===== config.mk =====
export PLATFORM = sky130hd
export DESIGN_NAME = alarm_ring_ctrl_flat
export DESIGN_NICKNAME = d
export VERILOG_FILES = /design/src/rtl/clock_pkg.sv /design/src/rtl/alarm_ring_ctrl_if.sv /design/src/rtl/alarm_match.sv /design/src/rtl/alarm_ring_ctrl.sv /design/src/flat_wrapper.sv
export SDC_FILE = /design/constraint.sdc
export NUM_CORES = 1
export LEC_CHECK = 0
export CAP_MARGIN = 20
export CORE_MARGIN = 2
export CORE_UTILIZATION = 38
export DETAILED_ROUTE_END_ITERATION = 7
export PLACE_DENSITY = 0.74
export SLEW_MARGIN = 30
export SYNTH_ARGS = -nofsm -noshare
export SYNTH_HDL_FRONTEND = slang
export SYNTH_HIERARCHICAL = 1
export SYNTH_SLANG_ARGS = --single-unit

===== constraint.sdc =====
create_clock -name clk -period 2.8 [get_ports clk]
set_input_delay 0.56 -clock clk [delete_from_list [all_inputs] [get_ports clk]]
set_output_delay 0.56 -clock clk [all_outputs]
set_load 0.02 [all_outputs]

===== src/rtl/clock_pkg.sv =====
// Shared types and constants for the alarm/clock datapath: FSM state encoding and BCD helpers.
package clock_pkg;

    typedef enum logic [1:0] {
        IDLE   = 2'd0,
        RING   = 2'd1,
        SNOOZE = 2'd2
    } state_e;

    localparam logic [7:0] BCD_ZERO     = 8'h00;
    localparam int         SECS_PER_MIN = 60;

endpackage


===== src/rtl/alarm_ring_ctrl_if.sv =====
// Timekeeping and alarm-setting bus feeding the ring controller.
interface alarm_ring_ctrl_if #(
    parameter int N_ALARMS = 4
);
    logic                  sec_tick;
    logic [7:0]            hour1;
    logic [7:0]            min1;
    logic [7:0]            sec1;
    logic [8*N_ALARMS-1:0] ahour;
    logic [8*N_ALARMS-1:0] amin;
    logic [N_ALARMS-1:0]   al_en;
    logic                  chime_en;

    modport master (output sec_tick, hour1, min1, sec1, ahour, amin, al_en, chime_en);
    modport slave  (input  sec_tick, hour1, min1, sec1, ahour, amin, al_en, chime_en);
endinterface


===== src/rtl/alarm_match.sv =====
// Per-channel alarm comparators with lowest-index priority; purely combinational.
// Only fires on the sec_tick cycle that lands on second 00, so each match occurs once per minute.
module alarm_match
    import clock_pkg::*;
#(
    parameter int N_ALARMS = 4,
    parameter int ID_W     = 2
) (
    input  logic                  sec_tick,
    input  logic [7:0]            hour1,
    input  logic [7:0]            min1,
    input  logic [7:0]            sec1,
    input  logic [8*N_ALARMS-1:0] ahour,
    input  logic [8*N_ALARMS-1:0] amin,
    input  logic [N_ALARMS-1:0]   al_en,
    output logic                  hit,
    output logic [ID_W-1:0]       hit_id
);

    // Descending scan so the lowest matching channel is the last one written.
    always_comb begin
        hit    = 1'b0;
        hit_id = '0;
        for (int i = N_ALARMS - 1; i >= 0; i--) begin
            if (sec_tick && sec1 == BCD_ZERO && al_en[i] &&
                hour1 == ahour[8*i +: 8] && min1 == amin[8*i +: 8]) begin
                hit    = 1'b1;
                hit_id = ID_W'(i);
            end
        end
    end

endmodule


===== src/rtl/alarm_ring_ctrl.sv =====
// Multi-channel alarm ring/snooze FSM with hourly chime, gating the buzzer tones onto alert.
// Latency: a match on the sec_tick cycle rings from the next clk edge; no backpressure, buttons are single-cycle pulses.
module alarm_ring_ctrl
    import clock_pkg::*;
#(
    parameter int N_ALARMS   = 4,
    parameter int RING_SECS  = 60,
    parameter int SNOOZE_MIN = 5,
    parameter int MAX_SNOOZE = 3,
    parameter int CHIME_SECS = 2,
    localparam int ID_W      = (N_ALARMS > 1) ? $clog2(N_ALARMS) : 1
) (
    input  logic                  clk,
    input  logic                  rst,
    alarm_ring_ctrl_if.slave      tm,
    input  logic                  stop_btn,
    input  logic                  snooze_btn,
    input  logic                  clk_1KHZ,
    input  logic                  clk_100HZ,
    output logic                  alert,
    output logic                  ringing,
    output logic                  snoozing,
    output logic [ID_W-1:0]       ring_id
);

    localparam int SU_W      = (MAX_SNOOZE > 0) ? $clog2(MAX_SNOOZE + 1) : 1;
    localparam int SNZ_LIMIT = SNOOZE_MIN * SECS_PER_MIN;

    localparam logic [1:0] S_IDLE   = IDLE;
    localparam logic [1:0] S_RING   = RING;
    localparam logic [1:0] S_SNOOZE = SNOOZE;

    logic [1:0]      state, state_nxt;
    logic [7:0]      ring_cnt, ring_cnt_nxt;
    logic [9:0]      snz_cnt, snz_cnt_nxt;
    logic [SU_W-1:0] snz_used, snz_used_nxt;
    logic [ID_W-1:0] ring_id_nxt;
    logic            ring_gate, chime_gate;
    logic            hit;
    logic [ID_W-1:0] hit_id;

    alarm_match #(
        .N_ALARMS (N_ALARMS),
        .ID_W     (ID_W)
    ) u_match (
        .sec_tick (tm.sec_tick),
        .hour1    (tm.hour1),
        .min1     (tm.min1),
        .sec1     (tm.sec1),
        .ahour    (tm.ahour),
        .amin     (tm.amin),
        .al_en    (tm.al_en),
        .hit      (hit),
        .hit_id   (hit_id)
    );

    // Buttons take priority over the second counters; stop beats snooze.
    always_comb begin
        state_nxt    = state;
        ring_cnt_nxt = ring_cnt;
        snz_cnt_nxt  = snz_cnt;
        snz_used_nxt = snz_used;
        ring_id_nxt  = ring_id;
        case (state)
            S_IDLE: begin
                if (hit) begin
                    state_nxt    = S_RING;
                    ring_id_nxt  = hit_id;
                    ring_cnt_nxt = '0;
                    snz_used_nxt = '0;
                end
            end
            S_RING: begin
                if (stop_btn) begin
                    state_nxt = S_IDLE;
                end else if (snooze_btn) begin
                    if (snz_used < SU_W'(MAX_SNOOZE)) begin
                        state_nxt    = S_SNOOZE;
                        snz_used_nxt = snz_used + 1'b1;
                        snz_cnt_nxt  = '0;
                    end else begin
                        state_nxt = S_IDLE;
                    end
                end else if (tm.sec_tick) begin
                    ring_cnt_nxt = ring_cnt + 1'b1;
                    if (ring_cnt_nxt == 8'(RING_SECS))
                        state_nxt = S_IDLE;
                end
            end
            S_SNOOZE: begin
                if (stop_btn) begin
                    state_nxt = S_IDLE;
                end else if (hit) begin
                    state_nxt    = S_RING;
                    ring_id_nxt  = hit_id;
                    ring_cnt_nxt = '0;
                    snz_used_nxt = '0;
                end else if (tm.sec_tick) begin
                    snz_cnt_nxt = snz_cnt + 1'b1;
                    if (snz_cnt_nxt == 10'(SNZ_LIMIT)) begin
                        state_nxt    = S_RING;
                        ring_cnt_nxt = '0;
                    end
                end
            end
            default: state_nxt = S_IDLE;
        endcase
    end

    always_ff @(posedge clk) begin
        if (rst) begin
            state      <= S_IDLE;
            ring_cnt   <= '0;
            snz_cnt    <= '0;
            snz_used   <= '0;
            ring_id    <= '0;
            ring_gate  <= 1'b0;
            chime_gate <= 1'b0;
        end else begin
            state      <= state_nxt;
            ring_cnt   <= ring_cnt_nxt;
            snz_cnt    <= snz_cnt_nxt;
            snz_used   <= snz_used_nxt;
            ring_id    <= ring_id_nxt;
            ring_gate  <= (state_nxt == S_RING);
            // A ringing alarm suppresses the chime.
            chime_gate <= tm.chime_en && tm.min1 == BCD_ZERO && tm.sec1[7:4] == 4'd0 &&
                          tm.sec1[3:0] < 4'(CHIME_SECS) && state_nxt != S_RING;
        end
    end

    assign ringing  = (state == S_RING);
    assign snoozing = (state == S_SNOOZE);
    assign alert    = (ring_gate ? clk_100HZ : 1'b1) & (chime_gate ? clk_1KHZ : 1'b1);

endmodule


===== src/flat_wrapper.sv =====
// flat-port wrapper written by rule: the top's interface ports become plain ports
module alarm_ring_ctrl_flat import clock_pkg::*;
#(
    parameter int N_ALARMS   = 4,
    parameter int RING_SECS  = 60,
    parameter int SNOOZE_MIN = 5,
    parameter int MAX_SNOOZE = 3,
    parameter int CHIME_SECS = 2,
    localparam int ID_W      = (N_ALARMS > 1) ? $clog2(N_ALARMS) : 1
)
  (clk, rst, stop_btn, snooze_btn, clk_1KHZ, clk_100HZ, alert, ringing, snoozing, ring_id, tm_sec_tick, tm_hour1, tm_min1, tm_sec1, tm_ahour, tm_amin, tm_al_en, tm_chime_en);
  alarm_ring_ctrl_if #(.N_ALARMS(N_ALARMS)) tm_i ();
  input  logic clk;
  input  logic rst;
  input  logic stop_btn;
  input  logic snooze_btn;
  input  logic clk_1KHZ;
  input  logic clk_100HZ;
  output logic alert;
  output logic ringing;
  output logic snoozing;
  output logic [ID_W-1:0] ring_id;
  input wire logic [$bits(tm_i.sec_tick)-1:0] tm_sec_tick;
  input wire logic [$bits(tm_i.hour1)-1:0] tm_hour1;
  input wire logic [$bits(tm_i.min1)-1:0] tm_min1;
  input wire logic [$bits(tm_i.sec1)-1:0] tm_sec1;
  input wire logic [$bits(tm_i.ahour)-1:0] tm_ahour;
  input wire logic [$bits(tm_i.amin)-1:0] tm_amin;
  input wire logic [$bits(tm_i.al_en)-1:0] tm_al_en;
  input wire logic [$bits(tm_i.chime_en)-1:0] tm_chime_en;
  assign tm_i.sec_tick = tm_sec_tick;
  assign tm_i.hour1 = tm_hour1;
  assign tm_i.min1 = tm_min1;
  assign tm_i.sec1 = tm_sec1;
  assign tm_i.ahour = tm_ahour;
  assign tm_i.amin = tm_amin;
  assign tm_i.al_en = tm_al_en;
  assign tm_i.chime_en = tm_chime_en;
  alarm_ring_ctrl #(.N_ALARMS(N_ALARMS), .RING_SECS(RING_SECS), .SNOOZE_MIN(SNOOZE_MIN), .MAX_SNOOZE(MAX_SNOOZE), .CHIME_SECS(CHIME_SECS)) u_core (.clk(clk), .rst(rst), .tm(tm_i), .stop_btn(stop_btn), .snooze_btn(snooze_btn), .clk_1KHZ(clk_1KHZ), .clk_100HZ(clk_100HZ), .alert(alert), .ringing(ringing), .snoozing(snoozing), .ring_id(ring_id));
endmodule

Yosys cells after proc, flatten, opt, wreduce, memory -nomap -nowiden

Index checks and enable logic that the tools add are counted.

Bitwise logic cells: 1
Reductions and logical operators: 28
Mux-type cells: 46
Eq/ne operators: 25
Magnitude comparators: 2
Add/sub/neg operators: 3

Operator list:

| kind                    | number |
|---|---|
| $eq A8 B8 Y1            | 8 |
| $mux W8                 | 8 |
| $mux W10                | 6 |
| $mux W2                 | 21 |
| $pmux W8 S3             | 1 |
| $pmux W10 S2            | 1 |
| $logic_and A1 B1 Y1     | 17 |
| $logic_not A8 Y1        | 2 |
| $pmux W2 S3             | 2 |
| $add A10 B1 Y10 const B | 1 |
| $eq A10 B9 Y1 const B   | 1 |
| $ne A2 B1 Y1 const B    | 5 |
| $ne A2 B2 Y1 const B    | 5 |
| $add A8 B1 Y8 const B   | 1 |
| $eq A8 B6 Y1 const B    | 1 |
| $reduce_and A8 Y1       | 1 |
| $reduce_and A7 Y1       | 1 |
| $mux W1                 | 6 |
| $ne A3 B1 Y1 const B    | 2 |
| $reduce_and A5 Y1       | 1 |
| $eq A2 B1 Y1 const B    | 2 |
| $logic_not A4 Y1        | 1 |
| $lt A4 B2 Y1 const B    | 1 |
| $pmux W2 S2             | 1 |
| 8 further kinds         | 9 |

Bits in registers: 26
Bits of input ports: 100
Output and inout bits: 5

Depth between registers and ports, before layout

Gate-level depths: netlist of the first run.

Depth after elaboration: 14
Gate-level depth with buffers: 12

Modules after synthesis

Netlist of the first run, hierarchy kept.

Modules (own cells, without submodules):

| module          | instances | cells an instance | area an instance (µm²) | sequential area each (µm²) |
|---|---|---|---|---|
| alarm_ring_ctrl | 1         | 188               | 1488.9                 | 520.5 |
| alarm_match     | 1         | 107               | 839.6                  | 0.0 |

Least setup slack after synthesis of the first run

No wires, ideal clock.

Path type: input to register
Start point: in tm_sec1[4]
End point: reg u_core.snz_cnt[1]
Stages: 11
Slack: -0.097 ns
Buffers on the path: 1
Setup time: 0.128 ns
Data arrival time: 2.770 ns
Cell sequence: or4b_4 nor4_4 nand4_1 nor4_2 nand4b_1 nor2_1 o221ai_1 clkbuf_1 nor2_1 a21oi_1 nor2_1

Cells in the longest elaborated chain, start to end: 11
Elaborated cells between the ends (all ways): 20
Those cells by class: 1 x eq/ne; 4 x mux; 15 x reduce/logical

RTL lines:

| item                                 | line                   | RTL |
|---|---|---|
| from (decl)                          | flat_wrapper.sv:26     | `input wire logic [$bits(tm_i.sec1)-1:0] tm_sec1;` |
| $logic_not A8 Y1 *                   | alarm_match.sv:25      | `if (sec_tick && sec1 == BCD_ZERO && al_en[i] &&` |
| $logic_and A1 B1 Y1 *                | alarm_match.sv:25      |  |
| $logic_and A1 B1 Y1 (2 in a row)     | alarm_match.sv:25      |  |
| $logic_and A1 B1 Y1                  | alarm_match.sv:26      | `hour1 == ahour[8*i +: 8] && min1 == amin[8*i +: 8]) begin` |
| $mux W1 (3 in a row)                 | alarm_match.sv:25      |  |
| $mux W1 *                            | alarm_match.sv:25      |  |
| via u_core.hit                       | alarm_ring_ctrl.sv:39  | `logic hit;` |
| $ne A2 B2 Y1 (no source line) *      | n/a                    |  |
| $reduce_and A7 Y1 (no source line) * | n/a                    |  |
| to (signal assigned)                 | alarm_ring_ctrl.sv:122 | `snz_cnt <= snz_cnt_nxt;` |
| to (decl)                            | alarm_ring_ctrl.sv:35  | `logic [9:0] snz_cnt, snz_cnt_nxt;` |

The timed path passes the listed nets; every way through them passes the cells marked *.
A chain may end at the register's enable or synchronous reset.

Worst setup path after layout of the first run

Start point: in tm_amin[7]
End point: reg u_core.ring_cnt[7]

Cells in the longest elaborated chain, start to end: 6
Elaborated cells between the ends (all ways): 10
Those cells by class: 4 x eq/ne; 4 x mux; 2 x reduce/logical

RTL lines:

| item                  | line                   | RTL |
|---|---|---|
| from (decl)           | flat_wrapper.sv:28     | `input wire logic [$bits(tm_i.amin)-1:0] tm_amin;` |
| $eq A8 B8 Y1 *        | alarm_match.sv:26      |  |
| $logic_and A1 B1 Y1 * | alarm_match.sv:26      |  |
| $mux W1 *             | alarm_match.sv:25      |  |
| via u_core.hit        | alarm_ring_ctrl.sv:39  |  |
| $mux W8               | alarm_ring_ctrl.sv:93  | `end else if (hit) begin` |
| $mux W8               | alarm_ring_ctrl.sv:91  | `if (stop_btn) begin` |
| $pmux W8 S3           | alarm_ring_ctrl.sv:64  | `case (state)` |
| to (signal assigned)  | alarm_ring_ctrl.sv:121 | `ring_cnt <= ring_cnt_nxt;` |
| to (decl)             | alarm_ring_ctrl.sv:34  | `logic [7:0] ring_cnt, ring_cnt_nxt;` |

The timed path passes the listed nets; every way through them passes the cells marked *. The select of a mux whose other input is x is not followed.

==> impl_results.md, run 1 <==
- Outcome: complete, no violations
- Prevailing post-synth register cell: dfxtp_1
- Cells along the critical path: clkdlybuf4s50_1 -> xor2_1 -> nor4_2 -> nand3_1 -> nor4_4 -> nand4b_1 -> buf_4 -> buf_4 -> o21ai_2 -> o41ai_4 -> buf_6 -> a311oi_1
- Share of Yosys cell area claimed by the top area cell type: 22.35%
- Syn Area/Cell: 7.893 um2
- DRT Pass-1 Iters: 4
- Ys async rst share: 0%
- Comb pwr share: 32.8%
- CTS buffer count: 3
- Final setup violation count: 0
- Switching Share: 25.89%
- # rows: 28
- Placer Congestion: 0.8762
- Worst Path Arrival: 2.86 ns
- Share of layout cells above drive strength 1: 19.21%
- DRC viols: 0
- Ys Warns: 6
- Hold endpoint: u_core/snz_used[1]$_SDFFE_PP0P_
- Worst VDD drop: 187.7 uV
- Routed via count: 2720
- Synth Area in Simple Gates: 28.69%
- Syn_nets: 398
- Final Instance Area: 0.003821 mm2
- Post-synth top area cell: dfxtp_1
- Post-synthesis cell count: 295
- Clock Skew: 0.005985 ns
- CTS H-Tree Depth: 1
- R2R depth: 7
- Compound-Gate Fraction of Synth Area: 16.71%
- # IOs: 105
- Crit-path leading delay family: simple AND/OR/NAND/NOR gates
- Multiplexer share of the synthesized area: 1.720%
- Synth unique cells: 53
- Worst path depth: 12
- CP max stage delay: 0.41 ns
- Crit Path Class: input pin to flip-flop
- Initial antenna violation count: 0
- Xor-xnor portion of the synthesized cell area: 24.83%
- Min-delay src: u_core/snz_used[1]$_SDFFE_PP0P_
- Largest net degree at the start of global routing: 19
- Flop2flop setup slack: 0.57 ns
- All-Layer GR Usage: 24.15%
- FILL cells: 517
- Switch Pwr: 0.2393 mW
- Pwr/cell area: 241.9 mW/mm2
- Clk Tree Root Cell: clkbuf_8
- Clk pin slew, worst setup/hold paths: 0.10 ns
- Seq pwr share: 40.0%
- Via-to-Cell Ratio: 5.365
- Unrepaired setup endpoints after global routing: true
- Crit path max fanout: 8
- Clock power share: 27.3%
- First-pass GRT wire length: 12590 um
- Reg-to-reg startpoint: u_core/ring_cnt[0]$_SDFFE_PP0P_
- Synth-to-layout area growth: 64.11%
- CTS tree: yes
- Dpl cell area: 0.003667 mm2
- R2R Path End: u_core/ring_gate$_SDFF_PP0_
- Static Leakage: 1.466 nW
- Number of synthesized flops with an enable pin: 0
- Flops & latches, synth: 26
- Final hold vios: 0
- Critical Path End Type: flip-flop
- Post-synthesis sequential area ratio: 22.35%
- Core area: 0.005921 mm2
- GRT overflow: 0
- Port bufs: 104
- Startpoint types: input pin
- Vias in the first global route: 2692
- Setup TNS: 0 ns
- CTS Hold Bufs: 0
- Hold path cells: 2
- Die W: 82.28 um
- Period utilisation layout: 97.37%
- WP data required: 2.94 ns
- Min Clock Period, post-route: 2.726 ns
- Max Slew Vio Count: 0
- Max-Cap Viols: 0
- Worst-Margin Slew: 0.6810 ns
- Crit path buffers/inverters: 4
- Clock Latency Late Sink: 0.28 ns
- Mapped Area: 0.002328 mm2
- Routed len/inst: 15.85 um
- Initial Util: 39.33%
- First DRT Iteration DRCs: 93
- Bufs on Longest Clock Path: 2
- Synth top area cells: dfxtp_1, xnor2_1, nand4_1
- Clk sinks: 26
- DRT antenna net count: 0
- Main combinational cell family by area after synthesis: simple AND/OR/NAND/NOR gates
- Max-slew headroom: 54.46%
- Nets: 536
- Antenna cell count: 0
- CP max-delay cell: clkdlybuf4s50_1
- Fmax: 0.3668 GHz
- Dpl hpwl: 6682 um
- P_int: 0.6850 mW
- Die ar.: 0.006770 mm2
- Die height: 82.28 um
- CP most frequent cell: buf_4
- Detailed Route WL: 8036 um
- Min-delay worst type: flip-flop to flip-flop
- Post-Synth Adder-Cell Area: 1.612%
[worst register-to-register path: stages, from the launching register on]
cell and delay [ns]:
dfxtp_1 0.43, ha_1 0.27, nand2_1 0.07, or4_1 0.40, a2111o_1 0.41, nand2_1 0.12
a21oi_1 0.09, or2_2 0.33
[placed cells by master, fill, tap and decap left out, types with 11 or more instances in the layout]
| master | instances |
|---|---|
| nor2_1 | 17 |
| a21oi_1 | 16 |
| xnor2_1 | 55 |
| clkdlybuf4s50_1 | 65 |
| buf_4 | 42 |
| nand4_1 | 16 |
| dfxtp_1 | 26 |
| dlygate4sd2_1 | 23 |
| nand3_1 | 11 |
| nand2_1 | 21 |
[power by group through the flow]
| stage | combinational, mW | clock, mW | sequential (mW) |
|---|---|---|---|
| floorplan | 0.110 | 0 | 0.378 |
| global placement | 0.308 | 0 | 0.378 |
| detailed placement | 0.312 | 0 | 0.378 |
| CTS | 0.299 | 0.256 | 0.369 |
| global route | 0.324 | 0.264 | 0.370 |
| finish | 0.303 | 0.252 | 0.369 |
[how the worst max path moves through the flow]
stage | start | end | slack [ns]
2_1_floorplan | tm_sec1[4] | u_core/ring_cnt[3]$_SDFFE_PP0P_ | 0.02
3_3_place_gp | tm_sec1[4] | u_core/snz_cnt[1]$_SDFFE_PP0P_ | -0.54
3_5_place_dp | tm_sec_tick | u_core/ring_cnt[3]$_SDFFE_PP0P_ | -0.60
4_1_cts | tm_sec1[4] | u_core/snz_cnt[1]$_SDFFE_PP0P_ | 0.006
5_1_grt | tm_amin[7] | u_core/ring_cnt[6]$_SDFFE_PP0P_ | -0.03
6_report | tm_amin[7] | u_core/ring_cnt[7]$_SDFFE_PP0P_ | 0.07
[timing repair]
action,4_1_cts,5_1_grt
endpoints found under the setup margin,25,22
hold endpoints to repair,0,0
buffers inserted,5,4
gates resized for setup,50,30
pin swaps,24,24
[stage by stage]
stage	std cells	setup WS (ns)	hold slack, ns	power, mW	utilization, %
after floorplan	295	0.01977	0.4355	0.4878	-
after CTS	503	0.005504	0.4661	0.9249	63.29
after global placement	494	-0.5378	0.4487	0.6865	61.94
after detailed placement	494	-0.6042	0.4530	0.6906	61.94
after global routing	507	-0.03190	0.5049	0.9578	64.54
final	507	0.07356	0.4896	0.9244	64.54
[cells in the mapped netlist (2+ instances only)]
master    count
xnor2_1      55
dfxtp_1      26
nand2_1      21
nor2_1       19
a21oi_1      17
nand4_1      16
clkbuf_1     13
nand3_1      11
o21ai_0      11
xor2_1       11
inv_1         8
nor3_1        8
nor4_1        7
nand2b_1      5
or3_1         5
mux2i_1       4
or2_2         4
a211oi_1      3
a311oi_1      3
a31oi_1       3
a41oi_1       3
ha_1          3
o21a_1        3
or4_1         3
a21o_1        2
a22oi_1       2
nand3b_1      2
nand4b_1      2
[sequential cells by signal (all words and copies together), names as in the netlist]
name	flops
u_core/ring_gate	1
u_core/snz_cnt	10
u_core/state	2
u_core/ring_id	2
u_core/snz_used	2
u_core/ring_cnt	8
u_core/chime_gate	1
[kinds of logic after synthesis]
| kind of cell | after synthesis |
|---|---|
| simple gates | 117 |
| xor+xnor | 66 |
| mux | 4 |
| compound gates | 56 |
| fa+ha+maj | 3 |
| flops | 26 |
| buf+inv | 23 |
[layout make-up]
class	instances	area [um2]	area share, %
multi-input cells	246	1792	46.89
clock buffers	4	55.05	1.441
inverters	8	30.03	0.7859
repair buffers	148	1330	34.81
flip-flops and latches	26	520.5	13.62
well taps	75	93.84	2.456
[layer usage]
| layer | GRT usage [%] | vias up | part of all wire (%) |
|---|---|---|---|
| met3 | 3.478 | 14 | 5.0 |
| met2 | 45.16 | 86 | 52 |
| met5 | 0 | - | 0 |
| li1 | - | 1339 | - |
| met4 | 5.167 | 0 | 1.8 |
| met1 | 28.93 | 1281 | 42 |
Power figures use the tool's default switching activity.
==> inputs of run 2 (changes only) <==
--- a/config.mk
+++ b/config.mk
@@ -6,7 +6,7 @@
 export NUM_CORES = 1
 export LEC_CHECK = 0
 export CAP_MARGIN = 20
-export CORE_MARGIN = 2
+export CORE_MARGIN = 3
 export CORE_UTILIZATION = 38
 export DETAILED_ROUTE_END_ITERATION = 7
 export PLACE_DENSITY = 0.74
==> run 2 against run 1 <==
  * Worst setup slack gained 0.0080 ns
  * Die area grew 4.9%
  * Hold slack lost 0.013 ns
  * Register-to-register slack gained 0.05 ns
  * Highest routed layer unchanged
  * Critical endpoint is now u_core/ring_cnt[6]$_SDFFE_PP0P_
==> impl_results.md, run 2 (synthesis gave the netlist of run 1 again) <==
- Worst Path Arrival: 2.92 ns (+0.06 ns)
- Core Util, Final: 68.84% (+4.3 points)
- Pwr/cell area: 251.7 mW/mm2 (+4.1%)
- Min-delay worst type: flip-flop to flip-flop
- Crit Path Class: input pin to flip-flop
- Dpl hpwl: 6601 um (-1.2%)
- Outcome: complete, no violations
- Period utilisation layout: 97.09% (-0.29 points)
- Regs by FF count: u_core/snz_cnt: 10 flops, u_core/ring_cnt: 8 flops
- Synth-to-layout area growth: 68.78%
- Hold path cells: 2 (unchanged)
- Max-slew headroom: 62.89% (+8.4 points)
- Bufs on Longest Clock Path: 2 (unchanged)
- Critical Path End Type: flip-flop
- Nets: 539 (+0.56%)
- Die W: 84.28 um (+2.4%)
- Clk sinks: 26 (unchanged)
- Clk pin slew, worst setup/hold paths: 0.09 ns (about the same)
- Worst VDD drop: 261.0 uV (+39%)
- Clk Tree Root Cell: clkbuf_8
- Largest register FFs: 10 (unchanged)
- Most frequent cells in the layout: clkdlybuf4s50_1, xnor2_1, buf_4, dfxtp_1
- Hold Slack: 0.4767 ns (-0.01283 ns)
- CTS tree: yes
- Initial antenna violation count: 0 (unchanged)
- Fmax: 0.3679 GHz (+0.30%)
- Min-delay src: u_core/snz_used[1]$_SDFFE_PP0P_
- WP data required: 3.00 ns (+0.06 ns)
- Min Clock Period, post-route: 2.718 ns (-0.008036 ns)
- Clock Skew: 0.009556 ns (+0.003571 ns)
- GRT overflow: 0 (unchanged)
- Via-to-Cell Ratio: 5.276 (-1.7%)
- Die ar.: 0.007103 mm2 (+4.9%)
- Crit path max fanout: 8 (unchanged)
- Largest net degree at the start of global routing: 16 (-3)
- Die height: 84.28 um (+2.4%)
- Flop2flop setup slack: 0.62 ns (+0.05 ns)
- R2R Path End: u_core/ring_gate$_SDFF_PP0_
- DRC viols: 0 (unchanged)
- DRT Pass-1 Iters: 4 (unchanged)
- Antenna cell count: 0 (unchanged)
- Share of layout cells above drive strength 1: 21.38% (+2.2 points)
- Routed len/inst: 15.64 um (-1.3%)
- CTS H-Tree Depth: 1 (unchanged)
- Vias in the first global route: 2664 (-1.0%)
- Max Slew Vio Count: 0 (unchanged)
- First-pass GRT wire length: 12790 um (+1.6%)
- # IOs: 105 (unchanged)
- Most common cell after layout, fill and taps aside: clkdlybuf4s50_1
- # rows: 27 (-3.6%)
- Top reg by flops: u_core/snz_cnt
- Port bufs: 104 (unchanged)
- Worst-Margin Slew: 0.5526 ns (-0.1283 ns)
- R2R depth: 7 (unchanged)
- FILL cells: 460 (-11%)
- Hold endpoint: u_core/snz_used[1]$_SDFFE_PP0P_
- Startpoint types: input pin
- First DRT Iteration DRCs: 86 (-7.5%)
- Clock Latency Late Sink: 0.27 ns (about the same)
- Initial Util: 40.78% (+1.5 points)
- Static Leakage: 1.502 nW (+2.4%)
- Routed via count: 2675 (-1.7%)
- Final hold vios: 0 (unchanged)
- CTS buffer count: 3 (unchanged)
- Final setup violation count: 0 (unchanged)
- Area occupied by multi-input gates: 0.001838 mm2 (+2.6%)
- All-Layer GR Usage: 21.81% (-2.3 points)
- DRT antenna net count: 0 (unchanged)
- Core area: 0.005709 mm2 (-3.6%)
- Register area: 520.5 um2 (unchanged)
- Placer Congestion: 0.8905 (+1.6%)
- Max-Cap Viols: 0 (unchanged)
- Detailed Route WL: 7930 um (-1.3%)
- Unrepaired setup endpoints after global routing: true
- Reg-to-reg startpoint: u_core/ring_cnt[0]$_SDFFE_PP0P_
run 2: changes by cell type in the layout (fill, tap and decap cells not counted), moves of 2 or more:
| cell | before | now |
|---|---|---|
| a21oi_1 | 16 | 13 |
| dlymetal6s2s_1 | 5 | 8 |
| clkbuf_2 | 5 | 3 |
| a21oi_2 | 1 | 4 |
| nor2_4 | 0 | 2 |
| o21ai_0 | 10 | 8 |
| dlygate4sd2_1 | 23 | 21 |
| buf_4 | 42 | 44 |
| nor2_1 | 17 | 15 |
| clkdlybuf4s50_1 | 65 | 70 |
| clkdlybuf4s15_1 | 2 | 0 |
run 2: final cells by class:
type                            instances  area share (%)
Multi-Input combinational cell        246           46.77
Timing Repair Buffer                  151           35.12
Sequential cell                        26           13.24
Tap cell                               72           2.292
Clock buffer                            3           1.051
Clock inverter                          1          0.7641
Inverter                                8          0.7641
run 2: critical path: stages:
cell and delay, ns:
buf_6 0.09, or4b_4 0.54, nor4_4 0.29, buf_4 0.17, nand4_1 0.06, or2_1 0.23
nand4b_1 0.14, buf_4 0.16, o21ai_1 0.09, o41ai_4 0.24, buf_6 0.18, mux2i_1 0.17
run 2: how the worst max path moves through the flow:
stage / from / cells past startpoint / slack (ns) / endpoint
after detailed placement: tm_sec_tick / 13 / -0.60 / u_core/ring_cnt[4]$_SDFFE_PP0P_
after floorplan: tm_sec1[4] / 11 / 0.02 / u_core/ring_cnt[3]$_SDFFE_PP0P_
after CTS: tm_sec1[6] / 13 / 0.01 / u_core/ring_cnt[6]$_SDFFE_PP0P_
after global placement: tm_sec_tick / 13 / -0.52 / u_core/ring_cnt[1]$_SDFFE_PP0P_
final: tm_sec1[4] / 12 / 0.08 / u_core/ring_cnt[6]$_SDFFE_PP0P_
after global routing: tm_sec1[4] / 14 / -0.06 / u_core/snz_cnt[0]$_SDFFE_PP0P_
run 2: repair_timing:
action                     in CTS  in global routing
setup buffers                   4                  1
pin swaps                      24                 25
setup endpoints to repair      25                 24
gates resized for setup        44                 33
hold buffers                    0                  0
run 2: report_power, final:
part           total (mW)  leakage [nW]  switching, mW  internal (mW)
sequential          0.369         0.209   0.0000000586          0.369
clock               0.311        0.0357          0.120          0.191
combinational       0.309          1.26          0.113          0.196
run 2: stage by stage:
stage | setup TNS [ns] | instance area [um2] | setup WS [ns] | total power [mW] | std cells
after floorplan | 0 | 2338 | 0.01977 | 0.4878 | 295
after global placement | -10.75 | 3716 | -0.5225 | 0.6898 | 498
after detailed placement | -12.38 | 3716 | -0.5974 | 0.6940 | 498
after CTS | 0 | 3851 | 0.01314 | 0.9926 | 506
after global routing | -0.2282 | 3930 | -0.05503 | 1.036 | 507
final | 0 | 3930 | 0.08160 | 0.9893 | 507
run 2: routing by layer:
metal  share of wire, %  vias up  GRT usage [%]
li1                   -     1343              -
met1                 42     1242          26.99
met2                 52       79          39.67
met5                  0        -              0
met4                1.2        0          2.632
met3                5.4       11          4.711
